===== config.mk =====
export PLATFORM = sky130hd
export DESIGN_NAME = seg_scan
export DESIGN_NICKNAME = d
export VERILOG_FILES = /design/src/rtl/seg_scan.sv
export SDC_FILE = /design/constraint.sdc
export NUM_CORES = 1
export LEC_CHECK = 0
export ABC_AREA = 1
export BUFFER_PORTS_ARGS = -buffer_cell sky130_fd_sc_hd__buf_2
export CORE_UTILIZATION = 51
export CTS_CLUSTER_DIAMETER = 200
export DETAILED_ROUTE_END_ITERATION = 8
export PLACE_DENSITY = 0.75
export SLEW_MARGIN = 30
export SYNTH_ARGS = -nofsm -noshare
export SYNTH_HDL_FRONTEND = slang
export SYNTH_SLANG_ARGS = --single-unit

===== constraint.sdc =====
create_clock -name clk -period 1.7 [get_ports clk]
set_input_delay 0.085 -clock clk [delete_from_list [all_inputs] [get_ports clk]]
set_output_delay 0.085 -clock clk [all_outputs]
set_load 0.02 [all_outputs]

===== src/rtl/seg_scan.sv =====
//------------------------------------------------------------------------------
// seg_scan : time-multiplexed 7-segment digit scanner with double-buffered load
// Revision : 1.0
//------------------------------------------------------------------------------
`default_nettype none

module seg_scan #(
  parameter int DIGITS    = 8,
  parameter int DIV       = 4,
  parameter int BLANK_CYC = 1
) (
  input  logic                  clk,
  input  logic                  rst,
  input  logic                  ld_valid,
  output logic                  ld_ready,
  input  logic [4*DIGITS-1:0]   ld_data,
  input  logic [DIGITS-1:0]     ld_dp,
  input  logic [DIGITS-1:0]     ld_en,
  output logic [DIGITS-1:0]     an,
  output logic                  dec_valid,
  output logic [3:0]            dec_data,
  output logic                  dec_p,
  output logic                  frame_done
);

  localparam int CNT_MAX = (DIV > BLANK_CYC) ? ((DIV > 2) ? DIV : 2)
                                             : ((BLANK_CYC > 2) ? BLANK_CYC : 2);
  localparam int CNT_W   = $clog2(CNT_MAX);
  localparam int IDX_W   = $clog2((DIGITS > 1) ? DIGITS : 2);
  localparam int BLK_END = (BLANK_CYC > 0) ? BLANK_CYC - 1 : 0;

  localparam logic [CNT_W-1:0] DIV_LAST = CNT_W'(DIV - 1);
  localparam logic [CNT_W-1:0] BLK_LAST = CNT_W'(BLK_END);
  localparam logic [IDX_W-1:0] IDX_LAST = IDX_W'(DIGITS - 1);

  typedef enum logic [1:0] {
    S_IDLE  = 2'd0,
    S_SHOW  = 2'd1,
    S_BLANK = 2'd2
  } state_t;

  state_t                state_q, state_d;
  logic [IDX_W-1:0]      idx_q, idx_d;
  logic [CNT_W-1:0]      cnt_q, cnt_d;
  logic                  pending_q;
  logic [4*DIGITS-1:0]   sh_data_q, act_data_q;
  logic [DIGITS-1:0]     sh_dp_q, act_dp_q;
  logic [DIGITS-1:0]     sh_en_q, act_en_q;

  logic w_xfer, w_show_last, w_blank_last, w_slot_end, w_frame_end, w_commit;
  logic [DIGITS-1:0] w_en_next;

  assign w_xfer       = ld_valid & ~pending_q;
  assign w_show_last  = (state_q == S_SHOW)  && (cnt_q == DIV_LAST);
  assign w_blank_last = (state_q == S_BLANK) && (cnt_q == BLK_LAST);
  assign w_slot_end   = (BLANK_CYC == 0) ? w_show_last : w_blank_last;
  assign w_frame_end  = w_slot_end && (idx_q == IDX_LAST);
  // Commits only happen while idle or on the last cycle of a frame.
  assign w_commit     = pending_q && ((state_q == S_IDLE) || w_frame_end);
  assign w_en_next    = w_commit ? sh_en_q : act_en_q;
  assign ld_ready     = ~pending_q;
  assign frame_done   = w_frame_end;

  always_comb begin
    state_d = state_q;
    idx_d   = idx_q;
    cnt_d   = cnt_q + CNT_W'(1);
    case (state_q)
      S_IDLE: begin
        cnt_d = '0;
        idx_d = '0;
        if (w_commit && (|sh_en_q)) state_d = S_SHOW;
      end
      S_SHOW: begin
        if (w_show_last) begin
          cnt_d   = '0;
          state_d = S_BLANK;
        end
      end
      S_BLANK: ;
      default: begin
        state_d = S_IDLE;
        cnt_d   = '0;
        idx_d   = '0;
      end
    endcase
    if (w_slot_end) begin
      cnt_d = '0;
      if (idx_q == IDX_LAST) begin
        idx_d   = '0;
        state_d = (|w_en_next) ? S_SHOW : S_IDLE;
      end else begin
        idx_d   = idx_q + IDX_W'(1);
        state_d = S_SHOW;
      end
    end
  end

  always_ff @(posedge clk) begin
    if (rst) begin
      state_q    <= S_IDLE;
      idx_q      <= '0;
      cnt_q      <= '0;
      pending_q  <= 1'b0;
      sh_data_q  <= '0;
      sh_dp_q    <= '0;
      sh_en_q    <= '0;
      act_data_q <= '0;
      act_dp_q   <= '0;
      act_en_q   <= '0;
    end else begin
      state_q <= state_d;
      idx_q   <= idx_d;
      cnt_q   <= cnt_d;
      if (w_xfer) begin
        sh_data_q <= ld_data;
        sh_dp_q   <= ld_dp;
        sh_en_q   <= ld_en;
        pending_q <= 1'b1;
      end else if (w_commit) begin
        pending_q <= 1'b0;
      end
      if (w_commit) begin
        act_data_q <= sh_data_q;
        act_dp_q   <= sh_dp_q;
        act_en_q   <= sh_en_q;
      end
    end
  end

  // Disabled digits still occupy their slot, just with the anode kept off.
  always_comb begin
    an        = '1;
    dec_valid = 1'b0;
    dec_data  = 4'h0;
    dec_p     = 1'b0;
    for (int i = 0; i < DIGITS; i++) begin
      if ((state_q == S_SHOW) && (idx_q == IDX_W'(i))) begin
        an[i]     = ~act_en_q[i];
        dec_valid = act_en_q[i];
        dec_data  = act_en_q[i] ? act_data_q[4*i +: 4] : 4'h0;
        dec_p     = act_en_q[i] & act_dp_q[i];
      end
    end
  end

endmodule

`default_nettype wire


==> impl_metrics.tcl, run 1 <==
set metrics [dict create \
    grtUsageTotal_pct 33.9 \
    number_of_optimization_iterations_in_the_first_detailed_route_pass 5 \
    port_buf_inserts 66 \
    clock_sinks 104 \
    num-fill-cells 462 \
    whs_path_depth 3 \
    tritoncts "built" \
    power_density_nw_per_um2 1120 \
    number_of_enable_flip_flop_cells_after_synthesis 0 \
    met1Wirelength_um 6010 \
    number_of_antenna_violations_at_the_first_check_in_global_routing 0 \
    total_leakage_power_nw 3.09 \
    arrival_ns 2.47 \
    yosys_warnings 0 \
    final_weighted_congestion_of_routability_driven_global_placement 0.897 \
    top_level_ports 67 \
    hpwlAfterDp_um 7350 \
    r2r_start "idx_q[1]$_SDFFE_PP0P_" \
    clk_transition_reported_paths_ns 0.11 \
    start_util_pct 53.4 \
    max_freq_mhz 392 \
    crit_path_end_kind "output port" \
    grt_max_degree 92 \
    antenna-diode-count 0 \
    wire_per_inst_um 17.7 \
    die_w_um 95.4 \
    regToRegEndpoint "state_q[0]$_SDFFE_PP0P_" \
    insertion_delay_ns 0.39 \
    crit_buf_inv 2 \
    via_density 5.62 \
    number_of_global_route_vias_before_repair 4798 \
    number_of_drc_violations_after_detailed_routing 0 \
    cp-start-kind "flop" \
    cts-htree-levels 3 \
    synthToLayoutAreaGrowth_pct 54.0 \
    min-delay-path-class "primary input to flop" \
    clock_skew_ns 0.0119 \
    postSynth.asyncResetShare_pct 0 \
    root_buffer "sky130_fd_sc_hd__clkbuf_8" \
    ant_nets 0 \
    timing_worst_setup_path_type "flop to output port" \
    route.top_layer_used "met4" \
    slew_headroom_pct 44.9 \
    cpMostUsedCell "sky130_fd_sc_hd__nand2_1" \
    globalRouteOverflowTotal 0 \
    total_power_mw 7.68 \
    synth_cell_type_count 27 \
    timing.critical_path.slowest_cell_delay_ns 0.37 \
    cp_data_required_time_ns 1.62 \
    post-route-worst-setup-slack_ns -0.851 \
    post_synth_inst_count 641 \
    tightest_slew_ns 0.827 \
    hold_path_startpoint "ld_en[2]" \
    first_pass_grt_wire_length_um 23100 \
    met3_length_um 1480 \
    netlist.area_leader.share_pct 46.8 \
    drive_above_1_share_pct 33.3 \
    report.final.hold_viol_count 0 \
    ys_top_cells_by_area "sky130_fd_sc_hd__dfxtp_1 (47%), sky130_fd_sc_hd__nor2_1 (15%), sky130_fd_sc_hd__nand2_1 (11%)" \
    chip_height_um 95.4 \
    floorplan.die_area_um2 9110 \
    postRouteWirelength_um 16200 \
    timing.final.crit_period_ns 2.55 \
    crit_path_top_delay_cell "sky130_fd_sc_hd__dfxtp_4" \
    met2RoutedLength_um 7910 \
    outcome "complete, but fails checks" \
    synth_largest_area_cell "sky130_fd_sc_hd__dfxtp_1" \
    rr_worst_depth 15 \
    rsz0062_at_grt "true" \
    syn_avg_cell_area_um2 6.95 \
    synth-seq-cells 104 \
    floorplan.core_area_um2 8340 \
    r2r_setup_slack_ns -0.59 \
    cp_cell_sequence "inv_1 -> ha_2 -> nand2_2 -> nor2_4 -> nand3_1 -> nand2_1 -> nand2_1 -> nand2_1 -> nand2_1 -> nand2_1 -> nand2_1 -> nand2_1 -> nand2_1 -> nand2_1 -> nand2_2 -> nand2_1 -> nand2_1 -> nand2_2 -> buf_6" \
    critPathTopFamily "simple AND/OR/NAND/NOR gates" \
    maxCapViolCount 0 \
    drt_first_iter_violations 486 \
    report.final.slew_viol_count 0 \
    cts_max_path_buffers 2 \
    floorplan.rows 33 \
    whs_endpoint "sh_en_q[2]$_SDFFE_PP0P_" \
    finalHoldWorstSlack_ns 0.0345 \
    layout.nets 870 \
    syn-num-nets 704 \
    cts-buffers-inserted 9 \
    number_of_vias_after_detailed_routing 5150 \
    critical_path_cell_count 19 \
    worst_ir_drop_vdd_v 0.000678 \
    worstPathMaxFanout 7 \
    violations_in_the_final_reports "negative setup slack" \
    seq_area_frac_synth_pct 46.8 \
    layout_worst_path_cycle_share_pct 150 \
    total_setup_violations_reported_at_the_end_of_the_flow 66 \
    main_synth_ff_type "sky130_fd_sc_hd__dfxtp_1" \
    synth_area_um2 4450 \
]
## power by group
part	total, mW	switching [mW]	internal [mW]
Clock	1.57	0.989	0.581
Combinational	2.88	1.54	1.34
Sequential	3.23	0.351	2.88
## worst max-delay path by stage
stage                       startpoint           to  slack, ns
3_5_place_dp   state_q[1]$_SDFFE_PP0P_  dec_data[1]      -0.28
4_1_cts        state_q[1]$_SDFFE_PP0P_  dec_data[1]      -0.55
5_1_grt          idx_q[1]$_SDFFE_PP0P_  dec_data[0]      -1.06
6_report         idx_q[1]$_SDFFE_PP0P_  dec_data[1]      -0.85
2_1_floorplan  state_q[1]$_SDFFE_PP0P_    dec_valid      -0.04
3_3_place_gp   state_q[1]$_SDFFE_PP0P_  dec_data[3]      -0.25
## layout by cell type (no fill, tap or decap), types with 21 or more instances in the layout
cell type	instances
sky130_fd_sc_hd__buf_2	56
sky130_fd_sc_hd__buf_4	40
sky130_fd_sc_hd__buf_6	21
sky130_fd_sc_hd__dfxtp_1	99
sky130_fd_sc_hd__dlygate4sd3_1	47
sky130_fd_sc_hd__inv_1	26
sky130_fd_sc_hd__nand2_1	112
sky130_fd_sc_hd__nor2_1	172
sky130_fd_sc_hd__o21ai_0	49
sky130_fd_sc_hd__o21ai_2	37
## metrics by stage
stage	cell area (µm²)	std cells	setup WS (ns)	util [%]	TNS, ns
floorplan	4550	641	-0.0439	-	-0.0863
global placement	5260	828	-0.248	63.1	-3.63
detailed placement	5260	828	-0.276	63.1	-5.03
CTS	6660	911	-0.546	79.8	-11.65
global route	6850	917	-1.06	82.2	-31.28
finish	6850	917	-0.851	82.2	-26.40
## per-layer routing
| metal | track usage (%) | up-vias |
|---|---|---|
| li1 | - | 2365 |
| met1 | 40.6 | 2393 |
| met2 | 57.5 | 300 |
| met3 | 6.78 | 92 |
| met4 | 17.0 | 0 |
| met5 | 0 | - |
## worst reg2reg max path: stages (launching register included)
cell and delay (ns):
sky130_fd_sc_hd__dfxtp_4 0.37, sky130_fd_sc_hd__buf_6 0.12, sky130_fd_sc_hd__ha_4 0.16, sky130_fd_sc_hd__buf_6 0.11, sky130_fd_sc_hd__buf_6 0.10, sky130_fd_sc_hd__buf_6 0.10, sky130_fd_sc_hd__ha_4 0.16, sky130_fd_sc_hd__inv_4 0.07
sky130_fd_sc_hd__o21bai_4 0.09, sky130_fd_sc_hd__nand2_4 0.15, sky130_fd_sc_hd__buf_12 0.17, sky130_fd_sc_hd__nand2_2 0.09, sky130_fd_sc_hd__o21ai_4 0.09, sky130_fd_sc_hd__nand2_2 0.10, sky130_fd_sc_hd__o31ai_4 0.22, sky130_fd_sc_hd__a21oi_1 0.09
## registers in the layout (all words and copies together), names as in the netlist
name        flops
idx_q           3
sh_en_q         8
cnt_q           2
act_en_q        8
sh_data_q      32
sh_dp_q         8
state_q         2
pending_q       1
act_dp_q        8
act_data_q     32
## cells by family (layout without fill, tap and decap cells)
kind of cell               count (synthesis)  after routing  share of synthesized area (%)
AOI/OAI and AO/OA                        114            114                           13.1
adders and majority gates                 12             12                           3.37
buffers and inverters                     69            239                           6.01
DFF                                      104            104                           46.8
and+or+nand+nor                          342            343                           30.7
## final cells by class
class	instances	area [µm²]	share of cell area (%)
flip-flops and latches	104	2090	30.5
inverters	41	171	2.50
repair buffers	182	1690	24.6
clock inverters	7	68.8	1.00
multi-input cells	469	2580	37.6
well taps	105	131	1.92
clock buffers	9	124	1.81
## timing repair
action | in CTS | in global routing
gates resized for setup | 153 | 45
pin swaps | 19 | 19
cloned | 8 | 1
setup buffers | 12 | 11
hold buffers | 47 | 0
setup endpoints to repair | 56 | 64
endpoints found under the hold margin | 47 | 0
## Yosys cell counts (all sizes together), types with 2 or more instances
cell type  count
nor3           3
or2            2
a21oi         10
ha            12
dfxtp        104
inv           40
nand4          6
a211oi         2
nor2         186
nand2        135
o21ai         99
o21bai         2
clkbuf        27
nand3          9
No activity file was read; power rests on OpenSTA's default activity.
==> run 2, diff against run 1 <==
Settings changed: CORE_ASPECT_RATIO set to 0.7.
==> run 2 against run 1 <==
  * The run still ends with negative setup slack left
  * Design area up 1.1%
  * Clock power up 36%
  * Combinational power decreased by 2%
  * Clock skew decreased by 0.0053 ns
  * Register-to-register slack gained 0.11 ns
  * First-iteration DRC count fell by 19%
  * Flip-flop and latch count stayed put
  * Sequential share of layout area down 0.29 points
  * Critical path type unchanged
  * Largest power group unchanged
==> impl_metrics.tcl, run 2 (same netlist as run 1, synthesis figures left out) <==
set metrics [dict create \
    start_util_pct 52.7 \
    min-delay-path-class "primary input to flop" \
    final_weighted_congestion_of_routability_driven_global_placement 0.884 \
    total_leakage_power_nw 3.14 \
    power_density_nw_per_um2 1190 \
    total_switching_power_mw 2.89 \
    outcome "complete, but fails checks" \
    total_power_mw 8.27 \
    netSwitchingFraction_pct 35.0 \
    report.final.hold_viol_count 0 \
    ant_nets 0 \
    maxCapViolCount 0 \
    cts-htree-levels 3 \
    cp-start-kind "flop" \
    via_density 5.39 \
    cpMostUsedCell "sky130_fd_sc_hd__nand2_1" \
    layout_worst_path_cycle_share_pct 143 \
    chip_height_um 80.2 \
    pwr-share-seq_pct 39.9 \
    number_of_vias_after_detailed_routing 4988 \
    worst_ir_drop_vdd_v 0.000599 \
    number_of_drc_violations_after_detailed_routing 0 \
    cts-buffers-inserted 9 \
    rsz0062_at_grt "true" \
    first_pass_grt_wire_length_um 19800 \
    tritoncts "built" \
    grtUsageTotal_pct 28.2 \
    hpwlAfterDp_um 7660 \
    cts_max_path_buffers 2 \
    insertion_delay_ns 0.35 \
    arrival_ns 2.34 \
    antenna-diode-count 0 \
    cp_data_required_time_ns 1.62 \
    floorplan.die_area_um2 9110 \
    clock_skew_ns 0.00659 \
    clock_power_share_pct 25.9 \
    timing_worst_setup_path_type "flop to output port" \
    root_buffer "sky130_fd_sc_hd__clkbuf_16" \
    clock_sinks 104 \
    die_w_um 114 \
    max_freq_mhz 413 \
    port_buf_inserts 66 \
    number_of_optimization_iterations_in_the_first_detailed_route_pass 5 \
    total_setup_violations_reported_at_the_end_of_the_flow 64 \
    finalInstanceArea_um2 6930 \
    grt_max_degree 50 \
    layout.cells.most_common_list "sky130_fd_sc_hd__nor2_1 (136), sky130_fd_sc_hd__nand2_1 (121), sky130_fd_sc_hd__dfxtp_1 (99)" \
    crit_path_end_kind "output port" \
    synthToLayoutAreaGrowth_pct 55.6 \
    timing.final.crit_period_ns 2.42 \
    pwr-share-comb_pct 34.3 \
    floorplan.core_area_um2 8440 \
    drive_above_1_share_pct 34.2 \
    clk_transition_reported_paths_ns 0.07 \
    timing.critical_path.slowest_cell_delay_ns 0.33 \
    wire_per_inst_um 16.6 \
    cp_cell_sequence "inv_2 -> ha_4 -> inv_4 -> nor2_4 -> buf_12 -> nand4_1 -> nand2_1 -> nand2_1 -> nand2_1 -> nand2_1 -> nand2_1 -> nand2_1 -> nand2_1 -> nand2_1 -> nand2_1 -> nand2_1 -> nand2_1 -> nand2_1 -> nand2_2 -> buf_6" \
    layout.nets 863 \
    power.internal_mw 5.38 \
    postRouteWirelength_um 15400 \
    biggestRegsByFlops "act_data_q: 32 flops, sh_data_q: 32 flops" \
    report.final.slew_viol_count 0 \
    tightest_slew_ns 0.666 \
    floorplan.rows 28 \
    critPathTopFamily "simple AND/OR/NAND/NOR gates" \
    placed_inst_area_um2 5280 \
    worstPathMaxFanout 6 \
    slew_headroom_pct 55.6 \
    globalRouteOverflowTotal 0 \
    post-route-util_pct 82.1 \
    leading_cell_type_in_the_layout_fill_and_taps_excluded "sky130_fd_sc_hd__nor2_1" \
    drt_first_iter_violations 395 \
    number_of_global_route_vias_before_repair 4185 \
    post-route-worst-setup-slack_ns -0.724 \
    crit_buf_inv 4 \
    number_of_antenna_violations_at_the_first_check_in_global_routing 0 \
    violations_in_the_final_reports "negative setup slack" \
    crit_path_top_delay_cell "sky130_fd_sc_hd__dfxtp_2" \
    top_level_ports 67 \
]
[run 2: worst paths after layout]
check                                              from                 endpoint  slack, ns  cells after the start
worst max-delay path            state_q[1]$_SDFFE_PP0P_              dec_data[0]      -0.72                     20
worst min-delay path                           ld_en[0]  sh_en_q[0]$_SDFFE_PP0P_       0.02                      3
worst max register to register    idx_q[1]$_SDFFE_PP0P_  state_q[0]$_SDFFE_PP0P_      -0.48                     13
worst min register to register  sh_en_q[1]$_SDFFE_PP0P_  sh_en_q[1]$_SDFFE_PP0P_       0.50                      2
[run 2: metrics by stage]
stage	setup WS, ns	hold slack, ns	TNS [ns]	std cells
2_1_floorplan	-0.0439	0.154	-0.0863	641
3_3_place_gp	-0.223	0.306	-1.61	847
3_5_place_dp	-0.304	0.312	-5.01	847
4_1_cts	-0.571	0.0116	-3.85	911
5_1_grt	-0.856	0.0387	-21.23	925
6_report	-0.724	0.0152	-16.25	925
[run 2: worst register-to-register path, delay by kind of cell (launching register included)]
| kind | cells | cell delay (ns) |
|---|---|---|
| flip-flops | 1 | 0.37 |
| AND/OR/NAND/NOR | 2 | 0.23 |
| buffers and inverters | 5 | 0.51 |
| AO/OA/AOI/OAI | 4 | 0.65 |
| adder cells (fa/ha/maj) | 2 | 0.29 |
[run 2: routing by layer]
metal	global-route usage, %	share of wire (%)	vias to the layer above
li1	-	-	2349
met1	37.0	40	2312
met2	47.0	48	272
met3	6.34	8.7	55
met4	7.50	3.2	0
met5	0	0	-
[run 2: cell type report]
| type | instances | area [µm²] |
|---|---|---|
| Fill cell | 479 | 1510 |
| Timing Repair Buffer | 175 | 1550 |
| Inverter | 41 | 181 |
| Tap cell | 120 | 150 |
| Sequential cell | 104 | 2100 |
| Multi-Input combinational cell | 469 | 2650 |
| Clock buffer | 9 | 225 |
| Clock inverter | 7 | 78.8 |
[run 2: timing repair]
action	CTS	global route
gates resized for setup	37	185
endpoints found under the hold margin	43	0
cloned	1	7
setup buffers	4	10
pin swaps	16	25
hold buffers	43	0
setup endpoints to repair	57	60
[run 2: power groups by stage]
| stage | logic, mW | registers [mW] | clock network, mW |
|---|---|---|---|
| after CTS | 1.90 | 3.15 | 2.13 |
| after global placement | 1.62 | 3.18 | 0 |
| final | 2.83 | 3.30 | 2.14 |
| after global routing | 3.05 | 3.33 | 2.25 |
| after floorplan | 1.13 | 3.10 | 0 |
| after detailed placement | 1.69 | 3.19 | 0 |
==> run 3, diff against run 2 <==
Settings changed: SKIP_LAST_GASP set to 1.
==> run 3 against run 2 <==
  * The flow still finishes with violations (negative setup slack)
  * Die area stayed put
  * Power decreased by 0.44%
  * Fmax up 0.76%
  * Clock-buffer cell count did not move
  * Combinational power fell by 1%
  * Setup slack improved by 0.018 ns
  * Clock skew is 0.0019 ns higher
  * Flip-flop and latch count stayed put
  * Routed wire length is 2.4% lower
  * Hold slack worse by 0.0053 ns
  * Critical endpoint unchanged
  * Largest cell class unchanged
==> impl_metrics.tcl, run 3 (same netlist as run 1, synthesis figures left out) <==
set metrics [dict create \
    total_leakage_power_nw 3.12 \
    layout.nets 863 \
    crit_path_top_delay_cell "sky130_fd_sc_hd__dfxtp_2" \
    clk_transition_reported_paths_ns 0.07 \
    critPathTopFamily "simple AND/OR/NAND/NOR gates" \
    cp_data_required_time_ns 1.62 \
    finalHoldWorstSlack_ns 0.00989 \
    rsz0062_at_grt "true" \
    number_of_drc_violations_after_detailed_routing 0 \
    number_of_global_route_vias_before_repair 4201 \
    r2r_setup_slack_ns -0.48 \
    ant_nets 0 \
    chip_height_um 80.2 \
    grt_max_degree 50 \
    report.final.slew_viol_count 0 \
    power_density_nw_per_um2 1200 \
    drive_above_1_share_pct 33.5 \
    crit_buf_inv 4 \
    number_of_antenna_violations_at_the_first_check_in_global_routing 0 \
    whs_endpoint "sh_en_q[5]$_SDFFE_PP0P_" \
    tritoncts "built" \
    hpwlAfterDp_um 7660 \
    r2r_start "idx_q[1]$_SDFFE_PP0P_" \
    insertion_delay_ns 0.36 \
    total_setup_violations_reported_at_the_end_of_the_flow 65 \
    cts-buffers-inserted 9 \
    root_buffer "sky130_fd_sc_hd__clkbuf_16" \
    antenna-diode-count 0 \
    max_freq_mhz 416 \
    timing_worst_setup_path_type "flop to output port" \
    violations_in_the_final_reports "negative setup slack" \
    timing.final.crit_period_ns 2.41 \
    cts-htree-levels 3 \
    timing.critical_path.slowest_cell_delay_ns 0.33 \
    floorplan.core_area_um2 8440 \
    cts_max_path_buffers 2 \
    number_of_optimization_iterations_in_the_first_detailed_route_pass 5 \
    layout_worst_path_cycle_share_pct 142 \
    clock_skew_ns 0.00853 \
    floorplan.rows 28 \
    leading_cell_type_in_the_layout_fill_and_taps_excluded "sky130_fd_sc_hd__nor2_1" \
    crit_path_end_kind "output port" \
    rr_worst_depth 13 \
    grtUsageTotal_pct 28.1 \
    layout.cells.most_common_list "sky130_fd_sc_hd__nor2_1 (140), sky130_fd_sc_hd__nand2_1 (121), sky130_fd_sc_hd__dfxtp_1 (99)" \
    drt_first_iter_violations 351 \
    cp-start-kind "flop" \
    globalRouteOverflowTotal 0 \
    start_util_pct 52.7 \
    worstPathMaxFanout 6 \
    tightest_slew_ns 0.657 \
    clock_sinks 104 \
    number_of_vias_after_detailed_routing 4933 \
    wire_per_inst_um 16.2 \
    worst_ir_drop_vdd_v 0.000609 \
    floorplan.die_area_um2 9110 \
    first_pass_grt_wire_length_um 19700 \
    min-delay-path-class "primary input to flop" \
    synthToLayoutAreaGrowth_pct 54.4 \
    top_level_ports 67 \
    post-route-worst-setup-slack_ns -0.706 \
    biggestRegsByFlops "act_data_q: 32 flops, sh_data_q: 32 flops" \
    regToRegEndpoint "state_q[0]$_SDFFE_PP0P_" \
    hold_path_startpoint "ld_en[5]" \
    via_density 5.33 \
    cp_cell_sequence "inv_2 -> ha_4 -> inv_4 -> nor2_4 -> buf_12 -> nand4_1 -> nand2_1 -> nand2_1 -> nand2_1 -> nand2_1 -> nand2_1 -> nand2_1 -> nand2_1 -> nand2_1 -> nand2_1 -> nand2_1 -> nand2_1 -> nand2_1 -> nand2_2 -> buf_6" \
    maxCapViolCount 0 \
    die_w_um 114 \
    report.final.hold_viol_count 0 \
    outcome "complete, but fails checks" \
    whs_path_depth 3 \
    arrival_ns 2.32 \
    port_buf_inserts 66 \
    cpMostUsedCell "sky130_fd_sc_hd__nand2_1" \
    slew_headroom_pct 56.2 \
    postRouteWirelength_um 15000 \
    tns_ns -16.44 \
    final_weighted_congestion_of_routability_driven_global_placement 0.884 \
]
==> run 3: cell counts in the layout (fill, tap and decap cells not counted) <==
No cell type changed its count.
==> run 3: power breakdown <==
| part | internal [mW] | switching, mW | total (mW) | leakage, nW |
|---|---|---|---|---|
| Sequential | 2.88 | 0.403 | 3.28 | 0.860 |
| Clock | 1.16 | 0.994 | 2.16 | 0.150 |
| Combinational | 1.31 | 1.48 | 2.79 | 2.11 |
==> run 3: final cells by class <==
| class | instances | area, µm² |
|---|---|---|
| clock buffer | 9 | 225 |
| clock inverter | 7 | 78.8 |
| fill | 499 | 1570 |
| inverter | 41 | 176 |
| multi-input combinational | 469 | 2620 |
| sequential | 104 | 2100 |
| tap | 120 | 150 |
| timing repair buffer | 175 | 1530 |
==> run 3: routing by layer <==
layer | GRT usage (%) | up-vias | share of wire [%]
li1 | - | 2348 | -
met1 | 37.0 | 2303 | 40
met2 | 46.6 | 236 | 47
met3 | 6.34 | 46 | 9.2
met4 | 7.50 | 0 | 2.9
met5 | 0 | - | 0
==> run 3: worst max path at each step <==
stage	depth (start not counted)	end	startpoint
5_1_grt	20	dec_p	state_q[1]$_SDFFE_PP0P_
2_1_floorplan	18	dec_valid	state_q[1]$_SDFFE_PP0P_
4_1_cts	20	dec_data[0]	state_q[1]$_SDFFE_PP0P_
3_5_place_dp	19	dec_data[0]	idx_q[0]$_SDFFE_PP0P_
3_3_place_gp	19	dec_data[0]	idx_q[0]$_SDFFE_PP0P_
6_report	20	dec_data[0]	state_q[1]$_SDFFE_PP0P_
==> run 3: worst reg2reg max path: stages (launching register included) <==
cell and delay, ns:
sky130_fd_sc_hd__dfxtp_4 0.37, sky130_fd_sc_hd__buf_6 0.10, sky130_fd_sc_hd__buf_6 0.09, sky130_fd_sc_hd__ha_4 0.15, sky130_fd_sc_hd__buf_6 0.10, sky130_fd_sc_hd__ha_4 0.14, sky130_fd_sc_hd__inv_4 0.04, sky130_fd_sc_hd__o21bai_4 0.17
sky130_fd_sc_hd__nand2_4 0.14, sky130_fd_sc_hd__buf_4 0.18, sky130_fd_sc_hd__o21ai_2 0.14, sky130_fd_sc_hd__nand4_1 0.09, sky130_fd_sc_hd__o31ai_1 0.25, sky130_fd_sc_hd__a21oi_1 0.10
==> run 3: metrics by stage <==
stage,total power [mW],cell area (µm²),worst slack (ns),cells,util (%)
floorplan,4.24,4550,-0.0439,641,-
global placement,4.80,5280,-0.223,847,62.6
detailed placement,4.88,5280,-0.304,847,62.6
CTS,7.18,6170,-0.571,911,73.1
global route,8.58,6870,-0.877,925,81.4
finish,8.23,6870,-0.706,925,81.4
==> run 3: what timing repair did <==
action	CTS	global route
pin swaps	16	27
cloned	1	7
gates resized for setup	35	170
buffers inserted	4	10
endpoints found under the setup margin	57	60
hold buffers	43	0
hold endpoints to repair	43	0
